File: src/rtl/mem_stage_pkg.sv
// Shared types and constants for the MEM pipeline stage.
package mem_stage_pkg;

  typedef enum logic {
    IDLE = 1'b0,
    BUSY = 1'b1
  } state_e;

  localparam int unsigned ERR_ALIGN   = 0;
  localparam int unsigned ERR_TIMEOUT = 1;

  localparam logic [31:0] ZERO32 = '0;

  // One spare bit so TIMEOUT-1 always fits, including TIMEOUT=1.
  function automatic int unsigned ctr_width(input int unsigned timeout);
    return $clog2(timeout) + 1;
  endfunction

endpackage

File: src/rtl/mem_timeout_ctr.sv
// Counts BUSY cycles without an acknowledge; expire flags the last allowed cycle.
module mem_timeout_ctr
  import mem_stage_pkg::*;
#(
  parameter int unsigned TIMEOUT = 16
) (
  input  logic clk,
  input  logic rst,
  input  logic clear,
  input  logic enable,
  output logic expire
);

  localparam int unsigned CW = ctr_width(TIMEOUT);

  logic [CW-1:0] count_q, count_d;

  assign expire = (count_q == CW'(TIMEOUT - 1));

  always_comb begin
    count_d = count_q;
    if (clear) begin
      count_d = '0;
    end else if (enable && !expire) begin
      count_d = count_q + 1'b1;
    end
  end

  always_ff @(posedge clk) begin
    if (!rst) begin
      count_q <= '0;
    end else begin
      count_q <= count_d;
    end
  end

endmodule

File: src/rtl/mem_access_stage.sv
// MEM stage: issues data-memory loads/stores with ack wait and timeout,
// stalls upstream while busy, and hands retired fields to MEM/WB.
module mem_access_stage
  import mem_stage_pkg::*;
#(
  parameter int unsigned TIMEOUT = 16,
  parameter int unsigned DATA_W  = 32
) (
  input  logic              clk,
  input  logic              rst,
  input  logic              valid_in,
  input  logic              memR_in,
  input  logic              memW_in,
  input  logic [DATA_W-1:0] aluOut_in,
  input  logic [DATA_W-1:0] wrData_in,
  input  logic [4:0]        gprDes_in,
  input  logic              regW_in,
  input  logic              memToR_in,
  output logic              stall,
  output logic              dm_req,
  output logic              dm_we,
  output logic [DATA_W-1:0] dm_addr,
  output logic [DATA_W-1:0] dm_wdata,
  input  logic              dm_ack,
  input  logic [DATA_W-1:0] dm_rdata,
  output logic [4:0]        gprDes_out,
  output logic [DATA_W-1:0] aluOut_out,
  output logic [DATA_W-1:0] memOut_out,
  output logic              regW_out,
  output logic              memToR_out,
  output logic              mwWrite,
  output logic [1:0]        err
);

  state_e            state_q, state_d;
  logic [4:0]        hold_gpr_q, hold_gpr_d;
  logic              hold_regw_q, hold_regw_d;
  logic              hold_mtr_q, hold_mtr_d;
  logic              hold_load_q, hold_load_d;
  logic              req_q, req_d;
  logic              we_q, we_d;
  logic [DATA_W-1:0] addr_q, addr_d;
  logic [DATA_W-1:0] wdata_q, wdata_d;
  logic [4:0]        gpr_q, gpr_d;
  logic [DATA_W-1:0] alu_q, alu_d;
  logic [DATA_W-1:0] mem_q, mem_d;
  logic              regw_q, regw_d;
  logic              mtr_q, mtr_d;
  logic              mw_q, mw_d;
  logic [1:0]        err_q, err_d;
  logic              ctr_clear, ctr_en, expire;
  logic              is_mem, misaligned;

  assign is_mem     = memR_in | memW_in;
  assign misaligned = (aluOut_in[1:0] != 2'b00);

  mem_timeout_ctr #(.TIMEOUT(TIMEOUT)) u_timeout (
    .clk    (clk),
    .rst    (rst),
    .clear  (ctr_clear),
    .enable (ctr_en),
    .expire (expire)
  );

  always_comb begin
    state_d     = state_q;
    hold_gpr_d  = hold_gpr_q;
    hold_regw_d = hold_regw_q;
    hold_mtr_d  = hold_mtr_q;
    hold_load_d = hold_load_q;
    req_d       = req_q;
    we_d        = we_q;
    addr_d      = addr_q;
    wdata_d     = wdata_q;
    gpr_d       = gpr_q;
    alu_d       = alu_q;
    mem_d       = mem_q;
    regw_d      = regw_q;
    mtr_d       = mtr_q;
    mw_d        = 1'b0;
    err_d       = err_q;
    stall       = 1'b0;
    ctr_clear   = 1'b0;
    ctr_en      = 1'b0;

    unique case (state_q)
      IDLE: begin
        ctr_clear = 1'b1;
        if (valid_in) begin
          if (!is_mem || misaligned) begin
            gpr_d  = gprDes_in;
            alu_d  = aluOut_in;
            mem_d  = '0;
            regw_d = regW_in & ~is_mem;
            mtr_d  = memToR_in;
            mw_d   = 1'b1;
            if (is_mem) err_d[ERR_ALIGN] = 1'b1;
          end else begin
            stall       = 1'b1;
            hold_gpr_d  = gprDes_in;
            hold_regw_d = regW_in;
            hold_mtr_d  = memToR_in;
            hold_load_d = memR_in & ~memW_in;
            req_d       = 1'b1;
            we_d        = memW_in;
            addr_d      = aluOut_in;
            wdata_d     = wrData_in;
            state_d     = BUSY;
          end
        end
      end
      BUSY: begin
        ctr_en = ~dm_ack;
        // dm_addr doubles as the held ALU result for retirement.
        if (dm_ack || expire) begin
          gpr_d   = hold_gpr_q;
          alu_d   = addr_q;
          mtr_d   = hold_mtr_q;
          mw_d    = 1'b1;
          req_d   = 1'b0;
          state_d = IDLE;
          if (dm_ack) begin
            mem_d  = hold_load_q ? dm_rdata : '0;
            regw_d = hold_regw_q;
          end else begin
            mem_d              = '0;
            regw_d             = 1'b0;
            err_d[ERR_TIMEOUT] = 1'b1;
          end
        end else begin
          stall = 1'b1;
        end
      end
      default: state_d = IDLE;
    endcase
  end

  always_ff @(posedge clk) begin
    if (!rst) begin
      state_q     <= IDLE;
      hold_gpr_q  <= '0;
      hold_regw_q <= 1'b0;
      hold_mtr_q  <= 1'b0;
      hold_load_q <= 1'b0;
      req_q       <= 1'b0;
      we_q        <= 1'b0;
      addr_q      <= '0;
      wdata_q     <= '0;
      gpr_q       <= '0;
      alu_q       <= '0;
      mem_q       <= '0;
      regw_q      <= 1'b0;
      mtr_q       <= 1'b0;
      mw_q        <= 1'b0;
      err_q       <= '0;
    end else begin
      state_q     <= state_d;
      hold_gpr_q  <= hold_gpr_d;
      hold_regw_q <= hold_regw_d;
      hold_mtr_q  <= hold_mtr_d;
      hold_load_q <= hold_load_d;
      req_q       <= req_d;
      we_q        <= we_d;
      addr_q      <= addr_d;
      wdata_q     <= wdata_d;
      gpr_q       <= gpr_d;
      alu_q       <= alu_d;
      mem_q       <= mem_d;
      regw_q      <= regw_d;
      mtr_q       <= mtr_d;
      mw_q        <= mw_d;
      err_q       <= err_d;
    end
  end

  assign dm_req     = req_q;
  assign dm_we      = we_q;
  assign dm_addr    = addr_q;
  assign dm_wdata   = wdata_q;
  assign gprDes_out = gpr_q;
  assign aluOut_out = alu_q;
  assign memOut_out = mem_q;
  assign regW_out   = regw_q;
  assign memToR_out = mtr_q;
  assign mwWrite    = mw_q;
  assign err        = err_q;

endmodule

File: config.mk
export PLATFORM = sky130hd
export DESIGN_NAME = mem_access_stage
export DESIGN_NICKNAME = d
export VERILOG_FILES = /design/src/rtl/mem_stage_pkg.sv /design/src/rtl/mem_timeout_ctr.sv /design/src/rtl/mem_access_stage.sv
export SDC_FILE = /design/constraint.sdc
export NUM_CORES = 1
export LEC_CHECK = 0
export BUFFER_PORTS_ARGS = -buffer_cell sky130_fd_sc_hd__buf_2
export CAP_MARGIN = 30
export CORE_ASPECT_RATIO = 0.8
export CORE_UTILIZATION = 43
export DETAILED_ROUTE_END_ITERATION = 16
export PLACE_DENSITY_LB_ADDON = 0.25
export SLEW_MARGIN = 20
export SYNTH_ARGS = -nofsm -noshare
export SYNTH_HDL_FRONTEND = slang
export SYNTH_SLANG_ARGS = --single-unit
File: constraint.sdc
create_clock -name clk -period 2.02 [get_ports clk]
set_input_delay 0.101 -clock clk [delete_from_list [all_inputs] [get_ports clk]]
set_output_delay 0.101 -clock clk [all_outputs]
set_load 0.01 [all_outputs]
After elaboration in Yosys (flattened, before gate mapping)
Cells that the tools add are included.

storage, ports and cells
  bits in registers = 154

cells by class
  bitwise gates (word level) = 8
  add/sub/neg operators = 1
  reduce and logical (&&, ||, !) cells = 12
  mux-type cells = 36
  equality and inequality tests = 5

operator list
  kind                                            number
  two-way mux 32 bit                              8
  case mux 32 bit (2 select lines)                2
  two-way mux 1 bit                               17
  two-way mux 5 bit                               3
  AND reduction 3 bit                             4
  case mux 1 bit (2 select lines)                 5
  case mux 5 bit (2 select lines)                 1
  != test 2 bit (second input constant)           3
  adder 5 x 1 -> 5 bit (second input constant)    1
  == test 5 x 4 -> 1 bit (second input constant)  1
  inverter 1 bit                                  5
  AND reduction 4 bit                             1
  AND 1 bit                                       2
  zero test 1 bit                                 2
  logical OR 1 bit                                2
  != test 2 x 1 -> 1 bit (second input constant)  1
  AND reduction 2 bit                             1
  nonzero test 2 bit                              1
  logical AND 1 bit                               1
  OR 1 bit                                        1

Longest topological paths before layout
  depth in word-level cells = 6
  mapped depth = 10

By module
Synthesis repeated with hierarchy kept, for this count alone.

second synthesis, totals
  cells, all modules = 618
  area, all modules = 5854.4 µm²

by module, submodules not included
  module            cells an instance  instances  seq. area each (µm²)  area each (µm²)
  mem_access_stage  592                1          2982.9                5612.9
  mem_timeout_ctr   26                 1          100.1                 241.5

Worst setup path before layout
No wires, ideal clock.

  path type = reg2reg
  start = register u_timeout.count_q[0]
  end = register mw_q, in the netlist mwWrite
  stages on the path, launching flop included = 11
  required time = 1.905 ns
  path buffers = 3
  setup time = 0.115 ns
  slack = 0.005 ns
  arrival = 1.900 ns
  period minus slack after synthesis = 2.015 ns
  path through = dfxtp_1 ha_1 and3_1 ha_1 nor2_4 nor2b_1 buf_2 or2_1 buf_2 buf_6 and2_1

on the way
  cells in the longest elaborated chain, start to end = 4

ends and longest elaborated chain
  element                          RTL line                 RTL
  from (decl)                      mem_timeout_ctr.sv:16    logic [CW-1:0] count_q, count_d;
  from (signal assigned)           mem_timeout_ctr.sv:33    count_q <= count_d;
  == test 5 x 4 -> 1 bit           mem_timeout_ctr.sv:18    assign expire = (count_q == CW'(TIMEOUT - 1));
  logical OR 1 bit                 mem_access_stage.sv:115  if (dm_ack || expire) begin
  two-way mux 1 bit                mem_access_stage.sv:115
  case mux 1 bit (2 select lines)  mem_access_stage.sv:86   unique case (state_q)
  to (signal assigned)             mem_access_stage.sv:171  mw_q <= mw_d;
  to (decl)                        mem_access_stage.sv:49   logic mw_q, mw_d;

Every way passes these cells.
A chain may end at the register's enable or synchronous reset.

Worst setup path in the final report
  start = register u_timeout.count_q[0]
  end = output port stall

on the way
  cells in the longest elaborated chain, start to end = 4

ends and longest elaborated chain
  element                          RTL line                 RTL
  == test 5 x 4 -> 1 bit           mem_timeout_ctr.sv:18
  logical OR 1 bit                 mem_access_stage.sv:115
  two-way mux 1 bit                mem_access_stage.sv:115
  case mux 1 bit (2 select lines)  mem_access_stage.sv:86
  to (decl)                        mem_access_stage.sv:19   output logic stall,

Every way passes these cells.

==> results by stage <==
Floorplan:
- The area of the core is 0.01296 sq mm.
- The die is 105.4 um tall.
- The floorplan step defined a die boundary enclosing 0.01383 sq mm.
- The starting density of the core is 0.4432.
- The top-level I/O count is 250.
- The floorplan step set the die width to 131.2 um.
- Row generation in the floorplan step produced 37 rows.

Finish:
- The number of nets in the finished design is 1066.
- The antenna cell count is 0.
- In the final layout, the share of cells above drive strength 1 is 0.3254.
- The area growth from synthesis to layout is 53.85%.
- Once layout is complete, the utilization of the core stands at 0.6820.

Critical path:
- In this run the worst path has a maximum fanout of 3.
- The cell occurring most often along the worst timing path is sky130_fd_sc_hd__nand2_1.
- The worst-path cell with the longest stage delay is sky130_fd_sc_hd__dfxtp_2.
- The endpoint arrival time on the critical path is 1.86 ns.
- The nature of the critical path endpoint is an output port.
- The required arrival time at the worst endpoint is 1.92 ns.
- The largest stage delay on the critical path is 0.34 ns.
- The critical path goes through ha_1, and3_4, ha_4, nor2_4, buf_6, nand2_1, nand2_1, buf_2.
- The element type at the critical path start is a flop.
- The critical path start-end classification is flop to output port.

Clock tree:
- The clock latency of the later-clocked register in the worst-skew pair is 0.42 ns.
- Counting every sink on the clock net gives 154.
- CTS built an H-tree with a depth of 4.
- The clock tree from TritonCTS is built.
- The clock transition at the register clock pins on the worst setup and hold paths after CTS is 0.06 ns.
- The maximum count of clock buffers along a single path is 2.
- Clock tree synthesis selected as its root buffer the cell sky130_fd_sc_hd__clkbuf_16.
- The total CTS buffers is 17.

Detailed routing:
- After detailed routing, the average wire length per cell comes to 15.45 um.
- Using the TritonRoute via totals, the vias-per-cell ratio works out to 5.063.
- The DRC violations left is 0.
- The via total after detailed routing is 5787.
- The number of design-rule violations left by the first detailed-router iteration is 348.
- The number of routed nets with antenna violations is 0.
- The first detailed-routing pass ran for 5 iterations.
- The final layout contains routed wiring with a total length of 17660 um.

Timing:
- The clock period minus worst slack is 1.961 ns.
- The number of hold violations in the final report is 0.
- The ratio of final minimum period to clock period is 0.9710.
- In this run the tightest slew margin relative to its limit is 0.7039.
- Across the routed clock network, the largest skew measured is 0.009774 ns.
- The highest clock frequency the design can meet is 0.5098 GHz.
- After layout, the worst setup slack is 0.05862 ns.
- The total setup violations reported at the end of the flow is 0.
- Setup repair after global routing left no endpoint under its margin.
- At the pin with the least slew margin, the transition time is 0.4441 ns.
- The final-report max-slew violation count is 0.

Place:
- The number of buffers added on ports is 249.
- The HPWL after detailed placement is 10980 um.
- The worst slack after detailed placement is -0.01082 ns.
- At the end of routability-driven placement, the weighted congestion stood at 0.8662.

Logic synthesis:
- The area of the mapped netlist is 0.005746 sq mm.
- Yosys printed 0 warnings.
- Synthesis produced a netlist whose cell count is 616.
- The share of the Yosys chip area taken by registers is 0.5366.
- Synthesis inferred 154 register bits.
- Dividing the synthesized area by the synthesized cell count gives 9.327 sq um.
- Counting every net in the synthesized netlist gives 727.
- The distinct cell type count after synthesis is 33.
- The number of flops mapped to enable cells by yosys is 0.
- Counting flops with an async set or reset pin after synthesis yields a share of 0.
- The leading register cell type out of synthesis is sky130_fd_sc_hd__dfxtp_1.

Global route:
- Across every metal layer, demand over resource in global routing totals 0.2544.
- The initial antenna violation count is 0.
- The number of global-route vias before repair is 5753.
- Entering global routing, the biggest net connects 63 pins.
- The first-pass GRT wire length is 28040 um.
- The sum of overflow across all layers after global routing is 0.

Status:
- The run finished with clean final reports.

Worst hold path:
- The class of the tightest hold or removal check is input pin to flop.

Power and ir drop:
- In this run the power density over the cells is 844.5 mW/mm^2.
- VDD sags by at most 0.0006518 V.
- The analysis attributes to cell leakage a power of 0.003961 uW.

Job:
- The reported max-cap violation count is 0.
cell type report:
cell class	count	area, sq um
clock buffers	19	442.9
clock inverters	13	191.4
fillers	969	4123
inverters	3	11.26
multi-input cells	406	2379
flip-flops and latches	154	3085
well taps	175	219.0
repair buffers	373	2511
final timing paths:
path,startpoint,endpoint,slack (ns),cells after the start
worst max-delay path,u_timeout.count_q[0],stall,0.06,8
worst min-delay path,dm_ack,err[1],0.06,4
worst max register to register,u_timeout.count_q[0],aluOut_out[28],0.12,9
worst min register to register,dm_wdata[11],dm_wdata[11],0.45,2
stage by stage:
| step | hold WS (ns) | cells | setup TNS [ns] | cell area, sq um | power, uW |
|---|---|---|---|---|---|
| 2_1_floorplan | 0.2339 | 616 | 0 | 5746 | 3649 |
| 3_3_place_gp | 0.3193 | 1003 | 0 | 7102 | 3940 |
| 3_5_place_dp | 0.3198 | 1003 | -0.04615 | 7102 | 3965 |
| 4_1_cts | 0.04831 | 1138 | 0 | 8787 | 7505 |
| 5_1_grt | 0.07889 | 1143 | 0 | 8840 | 7750 |
| 6_report | 0.06279 | 1143 | 0 | 8840 | 7465 |
report_power, final:
part	leakage (uW)	total (uW)	switching, uW	internal (uW)
sequential	0.00126	3220	69.1	3150
combinational	0.00241	849	425	425
clock	0.000301	3390	1280	2110
cell families after synthesis:
group                      after synthesis  synth area share
muxes                                   38           0.06620
DFF                                    154            0.5366
buffers and inverters                   56           0.05575
and+or+nand+nor                        174            0.1270
xor gates and xnor gates                 3          0.004574
AOI/OAI and AO/OA                      189            0.2056
adders and majority gates                2          0.004355
layout by cell type (no fill, tap or decap), drive strengths merged, types with 4 or more instances in the layout:
master	Yosys	routed
a22o	32	32
dfxtp	154	154
clkbuf	23	19
dlygate4sd3	0	102
mux2i	38	38
nor2	11	11
o31ai	39	39
inv	3	6
nand2	147	147
buf	30	271
bufinv	0	4
a21oi	113	113
state kept, by name, indices dropped and copies added (netlist names):
| register | count |
|---|---|
| aluOut_out | 32 |
| dm_addr | 32 |
| dm_wdata | 32 |
| memOut_out | 32 |
| gprDes_out | 5 |
| hold_gpr_q | 5 |
| u_timeout.count_q | 5 |
| err | 2 |
| dm_req | 1 |
| dm_we | 1 |
| hold_load_q | 1 |
| hold_mtr_q | 1 |
| hold_regw_q | 1 |
| memToR_out | 1 |
| mwWrite | 1 |
| regW_out | 1 |
| state_q | 1 |
Yosys cell counts (2+ instances only):
master,n,share of area
sky130_fd_sc_hd__nand2_1,147,0.096
sky130_fd_sc_hd__a21oi_1,113,0.098
sky130_fd_sc_hd__mux2i_1,38,0.066
sky130_fd_sc_hd__nor2b_1,2,0.0022
sky130_fd_sc_hd__buf_4,4,0.0052
sky130_fd_sc_hd__buf_2,10,0.0087
sky130_fd_sc_hd__and3_1,3,0.0033
sky130_fd_sc_hd__nor2_1,10,0.0065
sky130_fd_sc_hd__buf_6,11,0.022
sky130_fd_sc_hd__buf_1,5,0.0033
sky130_fd_sc_hd__clkbuf_1,23,0.015
sky130_fd_sc_hd__ha_1,2,0.0044
sky130_fd_sc_hd__inv_1,3,0.0020
sky130_fd_sc_hd__nand2b_1,2,0.0022
sky130_fd_sc_hd__a22o_1,32,0.049
sky130_fd_sc_hd__o31ai_1,39,0.051
sky130_fd_sc_hd__xor2_1,2,0.0030
sky130_fd_sc_hd__a31oi_1,2,0.0022
sky130_fd_sc_hd__dfxtp_1,154,0.54
layer usage:
layer  global-route usage  share of wire  wire [um]  up-vias
li1                     -              -          -     2818
met1               0.2836           0.41       7236     2704
met2               0.4495           0.50       8842      225
met3              0.06349          0.061       1082       40
met4               0.1336          0.028        493        0
met5                    0              0          0        -
critical path, delay by kind of cell (launching register included):
kind                     cells  cell delay, ns
adder cells (fa/ha/maj)      2            0.39
buffers and inverters        2            0.25
flip-flops                   1            0.34
AND/OR/NAND/NOR              4            0.47
what timing repair did:
action | in CTS | in global routing
gates cloned | 0 | 0
gates resized for setup | 5 | 1
endpoints found under the hold margin | 123 | 0
buffers inserted | 1 | 5
setup endpoints to repair | 42 | 31
hold buffers | 102 | 0
pin swaps | 2 | 1
No activity file was read; power rests on OpenSTA's default activity.
